## src/rtl/alu_pkg.sv

```systemverilog
// Shared ALU definitions: status bit positions and width.
// Imported by the ALU operation modules and the result FIFO.
package alu_pkg;

  localparam int STATUS_W = 4;
  localparam int ST_ERR   = 0;
  localparam int ST_NEG   = 1;
  localparam int ST_PAR   = 2;
  localparam int ST_ONES  = 3;

endpackage

```

## src/rtl/sat_counter.sv

```systemverilog
// Saturating up-counter: increments on i_inc and holds at all-ones.
// Latency: count visible one cycle after i_inc; no backpressure.
module sat_counter #(
  parameter int WIDTH = 8
) (
  input  logic             i_clk,
  input  logic             i_rst,
  input  logic             i_inc,
  output logic [WIDTH-1:0] o_cnt
);

  always_ff @(posedge i_clk) begin
    if (i_rst) begin
      o_cnt <= '0;
    end else if (i_inc && (o_cnt != {WIDTH{1'b1}})) begin
      o_cnt <= o_cnt + WIDTH'(1);
    end
  end

endmodule

```

## src/rtl/alu_result_fifo.sv

```systemverilog
// Result FIFO between the ALU and its consumer, with error counting and drop flag.
// Latency: one cycle write-to-head, no fall-through; o_ready depends only on occupancy.
module alu_result_fifo
  import alu_pkg::*;
#(
  parameter int m     = 4,
  parameter int DEPTH = 4
) (
  input  logic                      i_clk,
  input  logic                      i_rst,
  input  logic                      i_valid,
  output logic                      o_ready,
  input  logic [m-1:0]              i_result,
  input  logic [STATUS_W-1:0]       i_status,
  output logic                      o_valid,
  input  logic                      i_ready,
  output logic [m-1:0]              o_result,
  output logic [STATUS_W-1:0]       o_status,
  output logic [$clog2(DEPTH):0]    o_count,
  output logic [7:0]                o_err_cnt,
  output logic                      o_drop
);

  localparam int AW = $clog2(DEPTH);
  localparam int CW = AW + 1;
  localparam logic [CW-1:0] FULL = CW'(DEPTH);

  if (DEPTH < 2 || (DEPTH & (DEPTH - 1)) != 0) begin : g_depth_check
    $error("alu_result_fifo: DEPTH must be a power of two and at least 2");
  end

  logic [m-1:0]        res_mem [DEPTH];
  logic [STATUS_W-1:0] st_mem  [DEPTH];
  logic [AW-1:0]       wr_ptr;
  logic [AW-1:0]       rd_ptr;
  logic [CW-1:0]       count;
  logic                wr_en;
  logic                rd_en;

  assign o_ready = (count != FULL);
  assign o_valid = (count != '0);
  assign o_count = count;
  assign wr_en   = i_valid && o_ready;
  assign rd_en   = o_valid && i_ready;

  // Errored results may carry X; store zero instead so nothing undefined leaves the FIFO.
  always_ff @(posedge i_clk) begin
    if (wr_en) begin
      res_mem[wr_ptr] <= i_status[ST_ERR] ? '0 : i_result;
      st_mem[wr_ptr]  <= i_status;
    end
  end

  always_ff @(posedge i_clk) begin
    if (i_rst) begin
      wr_ptr <= '0;
      rd_ptr <= '0;
      count  <= '0;
      o_drop <= 1'b0;
    end else begin
      if (wr_en) wr_ptr <= wr_ptr + AW'(1);
      if (rd_en) rd_ptr <= rd_ptr + AW'(1);
      case ({wr_en, rd_en})
        2'b10:   count <= count + CW'(1);
        2'b01:   count <= count - CW'(1);
        default: count <= count;
      endcase
      if (i_valid && !o_ready) o_drop <= 1'b1;
    end
  end

  // Gate the head so stale storage never appears while empty.
  always_comb begin
    o_result = '0;
    o_status = '0;
    if (o_valid) begin
      o_result = res_mem[rd_ptr];
      o_status = st_mem[rd_ptr];
    end
  end

  sat_counter #(
    .WIDTH(8)
  ) u_err_cnt (
    .i_clk (i_clk),
    .i_rst (i_rst),
    .i_inc (wr_en && i_status[ST_ERR]),
    .o_cnt (o_err_cnt)
  );

endmodule

```

## config.mk

```make
export PLATFORM = sky130hd
export DESIGN_NAME = alu_result_fifo
export DESIGN_NICKNAME = d
export VERILOG_FILES = /design/src/rtl/alu_pkg.sv /design/src/rtl/sat_counter.sv /design/src/rtl/alu_result_fifo.sv
export SDC_FILE = /design/constraint.sdc
export NUM_CORES = 1
export LEC_CHECK = 0
export BUFFER_PORTS_ARGS = -buffer_cell sky130_fd_sc_hd__buf_2
export CAP_MARGIN = 40
export CORE_ASPECT_RATIO = 1.75
export CORE_MARGIN = 4
export CORE_UTILIZATION = 60
export CTS_CLUSTER_DIAMETER = 60
export DETAILED_ROUTE_END_ITERATION = 16
export GPL_TIMING_DRIVEN = 0
export HOLD_SLACK_MARGIN = 0.02
export PLACE_DENSITY = 0.84
export SETUP_SLACK_MARGIN = 0.4
export SYNTH_ARGS = -nofsm -noshare
export SYNTH_HDL_FRONTEND = slang
export SYNTH_SLANG_ARGS = --single-unit
```

## constraint.sdc

```tcl
create_clock -name i_clk -period 5.9 [get_ports i_clk]
set_input_delay 0.295 -clock i_clk [delete_from_list [all_inputs] [get_ports i_clk]]
set_output_delay 0.295 -clock i_clk [all_outputs]
set_load 0.05 [all_outputs]
```

# --- Word-level counts from Yosys, hierarchy flattened ---
# Memory sizes are Yosys's and may differ from the RTL's. A register that Yosys moved wholly into a read port is not among the register bits.
# Cells that the tools add are included.
# Widths: inputs -> output; s select.
totals:
  reg_bits: 16
  ramBits: 32
  input_bits: 12
  out_inout_bits: 22
  memories: 2
memory_table:
  columns: ["name", "words", "word_bits", "rd", "rd_ports_with_merged_regs", "write_ports", "line_no", "source"]
  rows:
  - ["res_mem", 4, 4, 1, 1, 1, "alu_result_fifo.sv:32", "logic [m-1:0] res_mem [DEPTH];"]
  - ["st_mem", 4, 4, 1, 1, 1, "alu_result_fifo.sv:33", "logic [STATUS_W-1:0] st_mem [DEPTH];"]
op_classes:
  addsub: 5
  eq_ne: 4
  n_mux: 10
  n_reduce_logical: 8
ops:
  columns: ["op", "count"]
  rows:
  - ["$mux 4", 3]
  - ["$add 8x1->8 const B", 1]
  - ["$mux 2", 4]
  - ["$ne 8x8->1 const B", 1]
  - ["$pmux 3 s2", 1]
  - ["$logic_and 1x1->1", 5]
  - ["$add 2x1->2 const B", 2]
  - ["$add 3x1->3 const B", 1]
  - ["$ne 3x3->1 const B", 1]
  - ["$reduce_bool 3->1", 1]
  - ["$sub 3x1->3 const B", 1]
  - ["$eq 2x1->1 const B", 1]
  - ["$eq 2x2->1 const B", 1]
  - ["$mux 1", 2]
  - ["$reduce_bool 2->1", 1]
  - ["$logic_not 1->1", 1]

# --- Longest topological paths before layout ---
# Gate-level depths: netlist of the first run.
depth:
  ltp_word: 4
  mapped_depth: 10
  depth_no_buf: 9

# --- Cells and area by module ---
# A second synthesis of the first run with hierarchy kept.
hier_totals:
  hier_cells: 161
  hier_area_um2: 2195.9
by_module_without_submodules:
  columns: ["module", "instances", "cells_per_inst", "area_each_um2", "seq_area_each_um2"]
  rows:
  - ["alu_result_fifo", 1, 115, 1765.4, 1161.1]
  - ["sat_counter", 1, 46, 430.4, 160.2]

# --- Worst setup path before layout of the first run ---
# No wires, ideal clock.
synth_timing:
  kind: "register -> register"
  startpoint: "register count[2], in the netlist o_count[2]"
  endpoint: "register count[2], in the netlist o_count[2]"
  setup_ns: 0.070
  arrival_time_ns: 2.569
  setup_slack_ns: 3.260
  path_stages_with_launch: 11
  path_cell_list: "dfxtp_1 -> nor3b_4 -> nor2b_1 -> buf_2 -> inv_1 -> ha_1 -> inv_1 -> fa_1 -> xor2_1 -> or3_1 -> a21oi_1"
synth_via:
  elab_chain_cells: 4
synth_lines:
  columns: ["item", "line_no", "source"]
  rows:
  - ["start: declaration", "alu_result_fifo.sv:36", "logic [CW-1:0] count;"]
  - ["start signal: assignment", "alu_result_fifo.sv:64", "2'b10: count <= count + CW'(1);"]
  - ["start signal: assignment", "alu_result_fifo.sv:65", "2'b01: count <= count - CW'(1);"]
  - ["start signal: assignment", "alu_result_fifo.sv:66", "default: count <= count;"]
  - ["$ne 3x3->1 / $reduce_bool 3->1 (equally long branches)", "alu_result_fifo.sv:40, alu_result_fifo.sv:41", null]
  - ["$logic_and 1x1->1 (on tied branches)", "alu_result_fifo.sv:43, alu_result_fifo.sv:44", null]
  - ["$eq 2x1->1 / $eq 2x2->1 (equally long branches)", "alu_result_fifo.sv:63", "case ({wr_en, rd_en})"]
  - ["$pmux 3 s2 / $reduce_bool 2->1 (equally long branches)", null, null]
# Several ways; a longest one is shown, not always the timed one.
# A chain may end at the register's enable or synchronous reset.

# --- Worst setup path in the final report of the first run ---
# Same ends and word-level chain as after synthesis.

==> results.sh, run 1 <==
export IMPL_fin_nets=213
export IMPL_fp_coreArea_sq_mm=0.00343
export IMPL_dr_total_vias=1334
export IMPL_gp_congestion=0.789
export IMPL_cts_buffer_depth=2
export IMPL_worst_r2r_cell_count=10
export IMPL_worst_r2r_setup_slack_ns=3.26
export IMPL_grt_pass1_vias=1351
export IMPL_cts_tree="built"
export IMPL_grt_max_degree=15
export IMPL_slew_headroom=0.655
export IMPL_antenna_cells=0
export IMPL_die_area_sq_mm=0.00472
export IMPL_io_pins=34
export IMPL_crit_arrival_ns=2.86
export IMPL_hpwlAfterDp_mm=2.89
export IMPL_postCtsResizedCells=0
export IMPL_worstSetupPathType="flop to flop"
export IMPL_insertion_delay_ns=0.29
export IMPL_clockRootBuffer="clkbuf_8"
export IMPL_portBuffers=32
export IMPL_synth_ff_type="edfxtp_1"
export IMPL_grt_pass1_wl_mm=6.27
export IMPL_path_depth=10
export IMPL_clk_pin_slew_ns=0.08
export IMPL_slew_violations=0
export IMPL_initial_utilization=0.637
export IMPL_holdWs_ns=0.225
export IMPL_grt_use_met1=0.199
export IMPL_synth_seq_cells=50
export IMPL_power_leakage_nw=0.932
export IMPL_yosysMostFrequentCell="edfxtp_1"
export IMPL_drtIter0Drc=37
export IMPL_synth_seq_area_share=0.604
export IMPL_synth_edff_count=32
export IMPL_multi_input_area_sq_um=812
export IMPL_tightest_slew_ns=0.517
export IMPL_post_cts_buffers=0
export IMPL_path_cells="nor3b_4, nor2b_1, buf_2, inv_1, ha_1, inv_1, fa_1, xor2_1, or3_1, a21oi_1"
export IMPL_critical_path_top_delay_family="simple AND/OR/NAND/NOR gates"
export IMPL_p_total_mw=1.03
export IMPL_syn_num_nets=174
export IMPL_worstSetupStartpointType="flop"
export IMPL_critical_path_max_stage_delay_ns=0.50
export IMPL_path_max_fanout=9
export IMPL_critPathCaptureType="flop"
export IMPL_drive_gt1_frac=0.287
export IMPL_syn_avg_cell_area_sq_um=14.1
export IMPL_syn_area_sq_mm=0.00219
export IMPL_synth_top_cell_area_share=0.439
export IMPL_hold_path_class="input pin to flop"
export IMPL_period_needed_ns=2.64
export IMPL_grt_use_met3=0.0375
export IMPL_setup_viol=0
export IMPL_ant_nets=0
export IMPL_tns_ns=0
export IMPL_n_fill_cell=247
export IMPL_htreeDepth=2
export IMPL_routed_wl_mm=3.86
export IMPL_final_area_sq_mm=0.00248
export IMPL_overflow=0
export IMPL_ys_warnings_count=0
export IMPL_die_h_um=87.9
export IMPL_cp_num_buf_inv=3
export IMPL_synth_largest_area_cell="edfxtp_1"
export IMPL_numCtsBuffers=5
export IMPL_rsz0062_at_grt="no"
export IMPL_fin_skew_ns=0.00608
export IMPL_timing_rr_start="o_count[2]"
export IMPL_synthCells=155
export IMPL_grt_use_total=0.193
export IMPL_grt_busiest_layer="met2"
export IMPL_fin_crit_sh=0.447
export IMPL_fmax_mhz=379
export IMPL_synth_top_cells_by_area="edfxtp_1, dfxtp_1, mux4_2"
export IMPL_dpl_cell_count=232
export IMPL_seq_area_sq_mm=0.00132
export IMPL_wl_per_cell_um=16.1
export IMPL_status="complete, no violations"
export IMPL_cp_endpoint="o_count[2]"
export IMPL_crit_top_cell="inv_1"
export IMPL_crit_start="o_count[2]"
export IMPL_dr_pass1_iters=4
export IMPL_placedInstanceArea_sq_mm=0.00240
export IMPL_instances_no_fill=240
export IMPL_finalHoldViolations=0
export IMPL_drcViolationCount=0
export IMPL_use_met2=0.346
export IMPL_syn2layout_area_growth_pct=13.6
export IMPL_min_from="i_status[1]"
export IMPL_clkSinkCount=50
export IMPL_ys_types=38
export IMPL_r2r_end="o_count[2]"
export IMPL_antenna_found_initial=0
export IMPL_cap_violations=0
export IMPL_via_per_inst=5.56
export IMPL_async_reset_ff_frac=0
export IMPL_row_count=28
export IMPL_power_per_cell_area_mw_per_mm2=415
export IMPL_critPathRequiredTime_ns=6.12
export IMPL_vdd_ir_drop_max_v=0.000265
export IMPL_hold_buffers=0
export IMPL_crit_slowest_cell="nor3b_4"
export IMPL_synth_common_cells="edfxtp_1, dfxtp_1, nor2_1, and2_1"
export IMPL_fp_dieW_um=53.7
kinds of logic (layout without fill, tap and decap cells):
family,Yosys count,in the layout,share of synthesized area
and+or+nand+nor,54,54,0.153
xor gates and xnor gates,7,7,0.0280
muxes,11,11,0.0983
DFF,50,50,0.604
buffers and inverters,14,54,0.0252
adders and majority gates,7,7,0.0435
AOI/OAI and AO/OA,12,12,0.0480
sequential cells by signal (all words and copies together), names as in the netlist, named ones only:
| signal | cells |
|---|---|
| o_count | 3 |
| o_drop | 1 |
| rd_ptr | 2 |
| res_mem | 16 |
| st_mem | 16 |
| u_err_cnt.o_cnt | 8 |
| wr_ptr | 2 |
report_power, final:
part / internal, mW / total, mW / switching (mW)
Combinational: 0.131 / 0.408 / 0.277
Sequential: 0.418 / 0.443 / 0.0247
Clock: 0.0842 / 0.180 / 0.0956
Total: 0.633 / 1.03 / 0.398
per-layer routing:
metal	vias up	wire (um)
met1	645	1400
met3	12	164
met4	0	132
met5	-	0
met2	36	2160
li1	641	-
how the worst min path moves through the flow:
stage                               to  slack, ns  cells past startpoint
after detailed placement        o_drop       0.47                      2
after global placement          o_drop       0.45                      2
after global routing      st_mem[2][1]       0.21                      1
after floorplan           st_mem[0][0]       0.39                      0
final                     st_mem[1][1]       0.22                      1
after CTS                 st_mem[2][2]       0.21                      1
final cells by class:
| type | count | share of cell area |
|---|---|---|
| well taps | 45 | 0.0227 |
| clock buffers | 8 | 0.0322 |
| inverters | 8 | 0.0121 |
| plain buffers | 6 | 0.0101 |
| multi-input cells | 91 | 0.327 |
| repair buffers | 32 | 0.0645 |
| flip-flops and latches | 50 | 0.532 |
worst reg2reg max path: stages (launching register included):
cell and delay (ns):
dfxtp_1 0.40, nor3b_4 0.50, nor2b_1 0.09, buf_2 0.19, inv_1 0.10, ha_1 0.19
inv_1 0.06, fa_1 0.37, xor2_1 0.17, or3_1 0.35, a21oi_1 0.16
cell usage in the layout, fill, tap and decap left out, types with 3 or more instances in the layout:
cell / count
ha_1: 6
xor2_1: 3
or3_1: 3
a21oi_1: 5
nor2b_1: 3
dfxtp_1: 18
edfxtp_1: 32
nand3_1: 4
inv_1: 8
clkbuf_1: 7
and2b_1: 3
buf_2: 34
nor2_1: 14
clkbuf_8: 5
and2_1: 13
mux4_2: 8
xnor2_1: 4
stage by stage:
stage                util  worst slack, ns
global placement    0.700             3.47
global route        0.724             3.09
floorplan               -             3.26
finish              0.724             3.26
CTS                 0.724             3.28
detailed placement  0.700             3.38
Power figures use the tool's default switching activity.
==> run 2: changes to the inputs <==
Settings changed: CORE_UTILIZATION 60 to 50, PLACE_DENSITY 0.84 to 0.74.
Clock period 5.9 ns to 2.4 ns, I/O delays scaled along.
==> results.sh, run 2 (synthesized netlist as in run 1, its figures left out) <==
export IMPL_routed_wl_mm=3.98
export IMPL_grt_pass1_wl_mm=6.69
export IMPL_ant_nets=0
export IMPL_fp_coreArea_sq_mm=0.00419
export IMPL_timing_rr_start="o_count[0]"
export IMPL_power_per_cell_area_mw_per_mm2=1020
export IMPL_status="complete, no violations"
export IMPL_crit_arrival_ns=2.26
export IMPL_via_per_inst=5.42
export IMPL_grt_pass1_vias=1435
export IMPL_multi_input_area_sq_um=841
export IMPL_final_area_sq_mm=0.00256
export IMPL_hold_path_class="input pin to flop"
export IMPL_vdd_ir_drop_max_v=0.000585
export IMPL_worst_hold_path_num_cells=1
export IMPL_drive_gt1_frac=0.359
export IMPL_critPathCaptureType="flop"
export IMPL_clk_pin_slew_ns=0.08
export IMPL_critPathRequiredTime_ns=2.62
export IMPL_htreeDepth=2
export IMPL_n_fill_cell=343
export IMPL_finish_utilization=0.612
export IMPL_hold_end="st_mem[0][1]"
export IMPL_period_needed_ns=2.03
export IMPL_worst_r2r_cell_count=10
export IMPL_io_pins=34
export IMPL_holdWs_ns=0.0370
export IMPL_power_leakage_nw=0.958
export IMPL_slew_violations=0
export IMPL_row_count=31
export IMPL_cts_tree="built"
export IMPL_fin_nets=216
export IMPL_p_int_mw=1.60
export IMPL_path_cells="nor3b_4, nor2b_1, buf_4, inv_4, ha_4, inv_2, fa_2, xor2_2, or3_1, a21oi_2"
export IMPL_r2r_end="o_count[2]"
export IMPL_fmax_mhz=492
export IMPL_placedInstanceArea_sq_mm=0.00243
export IMPL_preCtsSetupSlack_ns=-0.0100
export IMPL_antenna_cells=0
export IMPL_initial_utilization=0.522
export IMPL_antenna_found_initial=0
export IMPL_fin_skew_ns=0.00731
export IMPL_path_max_fanout=5
export IMPL_cts_buffer_depth=2
export IMPL_cap_violations=0
export IMPL_power_share_clock=0.173
export IMPL_slew_headroom=0.664
export IMPL_wl_per_cell_um=16.1
export IMPL_layout_common_cells="buf_2, edfxtp_1, dfxtp_1"
export IMPL_power_share_sequential=0.419
export IMPL_worstSetupPathType="flop to flop"
export IMPL_finalHoldViolations=0
export IMPL_dr_pass1_iters=4
export IMPL_rsz0062_at_grt="yes"
export IMPL_syn2layout_area_growth_pct=17.1
export IMPL_swShare=0.387
export IMPL_die_h_um=95.5
export IMPL_hpwlAfterDp_mm=3.03
export IMPL_grt_use_total=0.162
export IMPL_insertion_delay_ns=0.30
export IMPL_numCtsBuffers=5
export IMPL_tightest_slew_ns=0.504
export IMPL_fp_dieW_um=58.0
export IMPL_dr_total_vias=1338
export IMPL_clockRootBuffer="clkbuf_8"
export IMPL_min_from="i_status[1]"
export IMPL_dpl_cell_count=236
export IMPL_largest_registers="res_mem (16), st_mem (16), u_err_cnt.o_cnt (8)"
export IMPL_p_switching_mw=1.01
export IMPL_layout_setup_ws_ns=0.367
export IMPL_gp_congestion=0.764
export IMPL_worstSetupStartpointType="flop"
export IMPL_clkSinkCount=50
export IMPL_grt_max_degree=16
export IMPL_worst_r2r_setup_slack_ns=0.37
export IMPL_drtIter0Drc=27
export IMPL_fin_crit_sh=0.847
export IMPL_crit_slowest_cell="dfxtp_4"
export IMPL_instances_no_fill=247
export IMPL_critical_path_max_stage_delay_ns=0.37
export IMPL_combPwrFrac=0.408
export IMPL_drcViolationCount=0
export IMPL_seq_area_sq_mm=0.00133
export IMPL_portBuffers=32
export IMPL_die_area_sq_mm=0.00554
export IMPL_setup_viol=0
export IMPL_overflow=0
export IMPL_hold_buffers=0
[run 2: cell types whose count changed in the layout (fill, tap and decap cells not counted), moves of 2 or more]
cell,before,now
dfxtp_4,0,3
buf_4,0,4
clkbuf_1,7,5
buf_2,34,32
clkinv_2,0,2
inv_1,8,6
dfxtp_1,18,15
[run 2: worst max path at each step]
stage                           from          to  slack, ns  cells past startpoint
after floorplan           o_count[2]  o_count[2]       0.12                     10
after global placement    o_count[0]  o_count[2]       0.09                     10
after detailed placement  o_count[0]  o_count[2]      -0.01                     10
after CTS                 o_count[1]  o_count[2]       0.33                     10
after global routing      o_count[0]  o_count[2]       0.26                     10
final                     o_count[0]  o_count[2]       0.37                     10
[run 2: final cells by class]
cell class / count / share of cell area
Buffer: 6 / 0.0117
Sequential cell: 50 / 0.520
Inverter: 8 / 0.0127
Multi-Input combinational cell: 91 / 0.328
Clock buffer: 6 / 0.0283
Tap cell: 49 / 0.0239
Clock inverter: 2 / 0.00391
Timing Repair Buffer: 35 / 0.0713
[run 2: worst max-delay path, delay by kind of cell, from the launching register on]
kind / cells / cell delay (ns)
AND/OR/NAND/NOR: 3 / 0.62
flip-flops: 1 / 0.37
AO/OA/AOI/OAI: 1 / 0.12
XOR/XNOR: 1 / 0.16
adder cells (fa/ha/maj): 2 / 0.46
buffers and inverters: 3 / 0.22
[run 2: timing repair]
item                                    CTS  global route
endpoints found under the setup margin    2             3
buffers inserted                          3             0
resized for setup                         3             4
pin swaps                                 3             2
[run 2: through the flow]
step	setup TNS, ns	power, mW
2_1_floorplan	0	1.93
3_3_place_gp	0	2.12
3_5_place_dp	-0.0100	2.16
4_1_cts	0	2.63
5_1_grt	0	2.76
6_report	0	2.62
[run 2: power by group through the flow]
stage	Clock (mW)	Sequential (mW)	Combinational [mW]
after floorplan	0	1.17	0.752
after CTS	0.467	1.10	1.07
after global placement	0	1.10	1.02
after detailed placement	0	1.11	1.04
after global routing	0.505	1.11	1.15
final	0.453	1.10	1.07
[run 2: metal layers]
metal / track usage / wire length [um] / up-vias
li1: - / - / 640
met1: 0.166 / 1480 / 647
met2: 0.300 / 2190 / 41
met3: 0.0325 / 181 / 10
met4: 0.0870 / 128 / 0
met5: 0 / 0 / -
==> run 3: changes to the inputs <==
Settings changed: CORE_UTILIZATION 50 to 55, PLACE_DENSITY 0.74 to 0.78.
Clock period 2.4 ns to 2.1 ns, I/O delays scaled along.
==> results.sh, run 3 (synthesized netlist as in run 1, its figures left out) <==
export IMPL_wl_met2_mm=2.65
export IMPL_fin_skew_ns=0.00850
export IMPL_dr_pass1_iters=4
export IMPL_cap_violations=0
export IMPL_path_cells="nor3b_4, nor2b_1, buf_4, inv_4, ha_4, inv_2, fa_2, xor2_2, or3_1, a21oi_1"
export IMPL_gp_congestion=0.774
export IMPL_crit_slowest_cell="dfxtp_4"
export IMPL_row_count=30
export IMPL_portBuffers=32
export IMPL_worstSetupStartpointType="flop"
export IMPL_cts_tree="built"
export IMPL_numCtsBuffers=5
export IMPL_fp_dieW_um=55.7
export IMPL_cts_buffer_depth=2
export IMPL_power_leakage_nw=1.05
export IMPL_initial_utilization=0.566
export IMPL_drive_gt1_frac=0.478
export IMPL_tightest_slew_ns=0.537
export IMPL_crit_start="o_count[0]"
export IMPL_violations="negative setup slack"
export IMPL_overflow=0
export IMPL_layout_setup_ws_ns=-0.0119
export IMPL_swShare=0.371
export IMPL_insertion_delay_ns=0.31
export IMPL_largest_registers="res_mem (16), st_mem (16), u_err_cnt.o_cnt (8)"
export IMPL_antenna_found_initial=0
export IMPL_fin_nets=225
export IMPL_p_switching_mw=1.30
export IMPL_setup_viol=1
export IMPL_htreeDepth=2
export IMPL_fp_coreArea_sq_mm=0.00387
export IMPL_n_fill_cell=254
export IMPL_die_h_um=91.4
export IMPL_finalHoldViolations=0
export IMPL_critical_path_max_stage_delay_ns=0.37
export IMPL_grt_pass1_wl_mm=7.28
export IMPL_path_max_fanout=4
export IMPL_io_pins=34
export IMPL_antenna_cells=0
export IMPL_syn2layout_area_growth_pct=27.6
export IMPL_clockRootBuffer="clkbuf_8"
export IMPL_p_int_mw=2.20
export IMPL_critPathCaptureType="flop"
export IMPL_grt_use_total=0.188
export IMPL_drcViolationCount=0
export IMPL_top_layer_used="met4"
export IMPL_vdd_ir_drop_max_v=0.000796
export IMPL_grt_pass1_vias=1568
export IMPL_fmax_mhz=474
export IMPL_dr_wl_met3_um=176
export IMPL_hpwlAfterDp_mm=3.08
export IMPL_hold_path_class="input pin to flop"
export IMPL_period_needed_ns=2.11
export IMPL_combPwrFrac=0.476
export IMPL_cp_num_buf_inv=3
export IMPL_status="complete, but fails checks"
export IMPL_crit_arrival_ns=2.34
export IMPL_seq_area_sq_mm=0.00134
export IMPL_die_area_sq_mm=0.00509
export IMPL_wl_per_cell_um=17.2
export IMPL_slew_headroom=0.642
export IMPL_critPathRequiredTime_ns=2.33
export IMPL_layout_common_cells="edfxtp_1, buf_2, nor2_1"
export IMPL_multi_input_area_sq_um=876
export IMPL_wl_met1_mm=1.43
export IMPL_critical_path_top_delay_family="simple AND/OR/NAND/NOR gates"
export IMPL_rsz0062_at_grt="yes"
export IMPL_routed_wl_mm=4.39
export IMPL_preCtsSetupSlack_ns=-0.299
export IMPL_grt_max_degree=18
export IMPL_drtIter0Drc=41
export IMPL_ant_nets=0
export IMPL_worstSetupPathType="flop to flop"
export IMPL_tns_ns=-0.0119
export IMPL_timing_rr_start="o_count[0]"
export IMPL_dr_total_vias=1409
export IMPL_power_share_clock=0.163
export IMPL_fin_crit_sh=1.01
export IMPL_clk_pin_slew_ns=0.10
export IMPL_slew_violations=0
export IMPL_clkSinkCount=50
export IMPL_power_per_cell_area_mw_per_mm2=1250
export IMPL_layout_commonest_cell="edfxtp_1"
export IMPL_via_per_inst=5.53
export IMPL_power_share_sequential=0.361
export IMPL_min_from="i_status[2]"
-- run 3: cell count changes in the layout (fill, tap and decap cells not counted), sizes merged --
cell / delta
buf: +9
clkbuf: -3
clkinv: -1
clkinvlp: +1
dlygate4sd3: +2
inv: +1
-- run 3: stage by stage --
step | instances | power, mW | util | hold WS (ns) | cell area (sq um)
2_1_floorplan | 155 | 2.21 | - | 0.204 | 2220
3_3_place_gp | 235 | 2.42 | 0.630 | 0.317 | 2440
3_5_place_dp | 235 | 2.47 | 0.630 | 0.332 | 2440
4_1_cts | 250 | 3.34 | 0.700 | 0.0219 | 2710
5_1_grt | 255 | 3.66 | 0.722 | 0.0268 | 2790
6_report | 255 | 3.50 | 0.722 | 0.0369 | 2790
-- run 3: per-layer routing --
layer  global-route usage  up-vias
met2                0.358       39
met1                0.179      699
met5                    0        -
met3               0.0341       11
li1                     -      660
met4                0.114        0
-- run 3: final cells by class --
class,count,area share
Timing Repair Buffer,44,0.121
Tap cell,48,0.0215
Clock inverter,3,0.00896
Inverter,8,0.0116
Multi-Input combinational cell,91,0.314
Sequential cell,50,0.478
Clock buffer,5,0.0246
Buffer,6,0.0197
-- run 3: path summary, 6_finish.rpt --
check                                     to  slack, ns  depth (start not counted)
worst max-delay path              o_count[2]      -0.01                         10
worst min-delay path            st_mem[0][2]       0.04                          1
worst max register to register    o_count[2]      -0.01                         10
worst min register to register        o_drop       0.50                          2
-- run 3: power groups by stage --
| stage | combinational [mW] | clock (mW) | sequential (mW) |
|---|---|---|---|
| 3_5_place_dp | 1.20 | 0 | 1.27 |
| 4_1_cts | 1.51 | 0.580 | 1.26 |
| 6_report | 1.67 | 0.570 | 1.26 |
| 3_3_place_gp | 1.16 | 0 | 1.26 |
| 5_1_grt | 1.76 | 0.627 | 1.27 |
| 2_1_floorplan | 0.863 | 0 | 1.34 |
-- run 3: what timing repair did --
action / 4_1_cts / 5_1_grt
endpoints found under the setup margin: 44 / 44
setup buffers: 5 / 5
pin swaps: 7 / 5
hold endpoints to repair: 8 / 0
gates cloned: 0 / 0
resized for setup: 38 / 17
hold buffers: 2 / 0
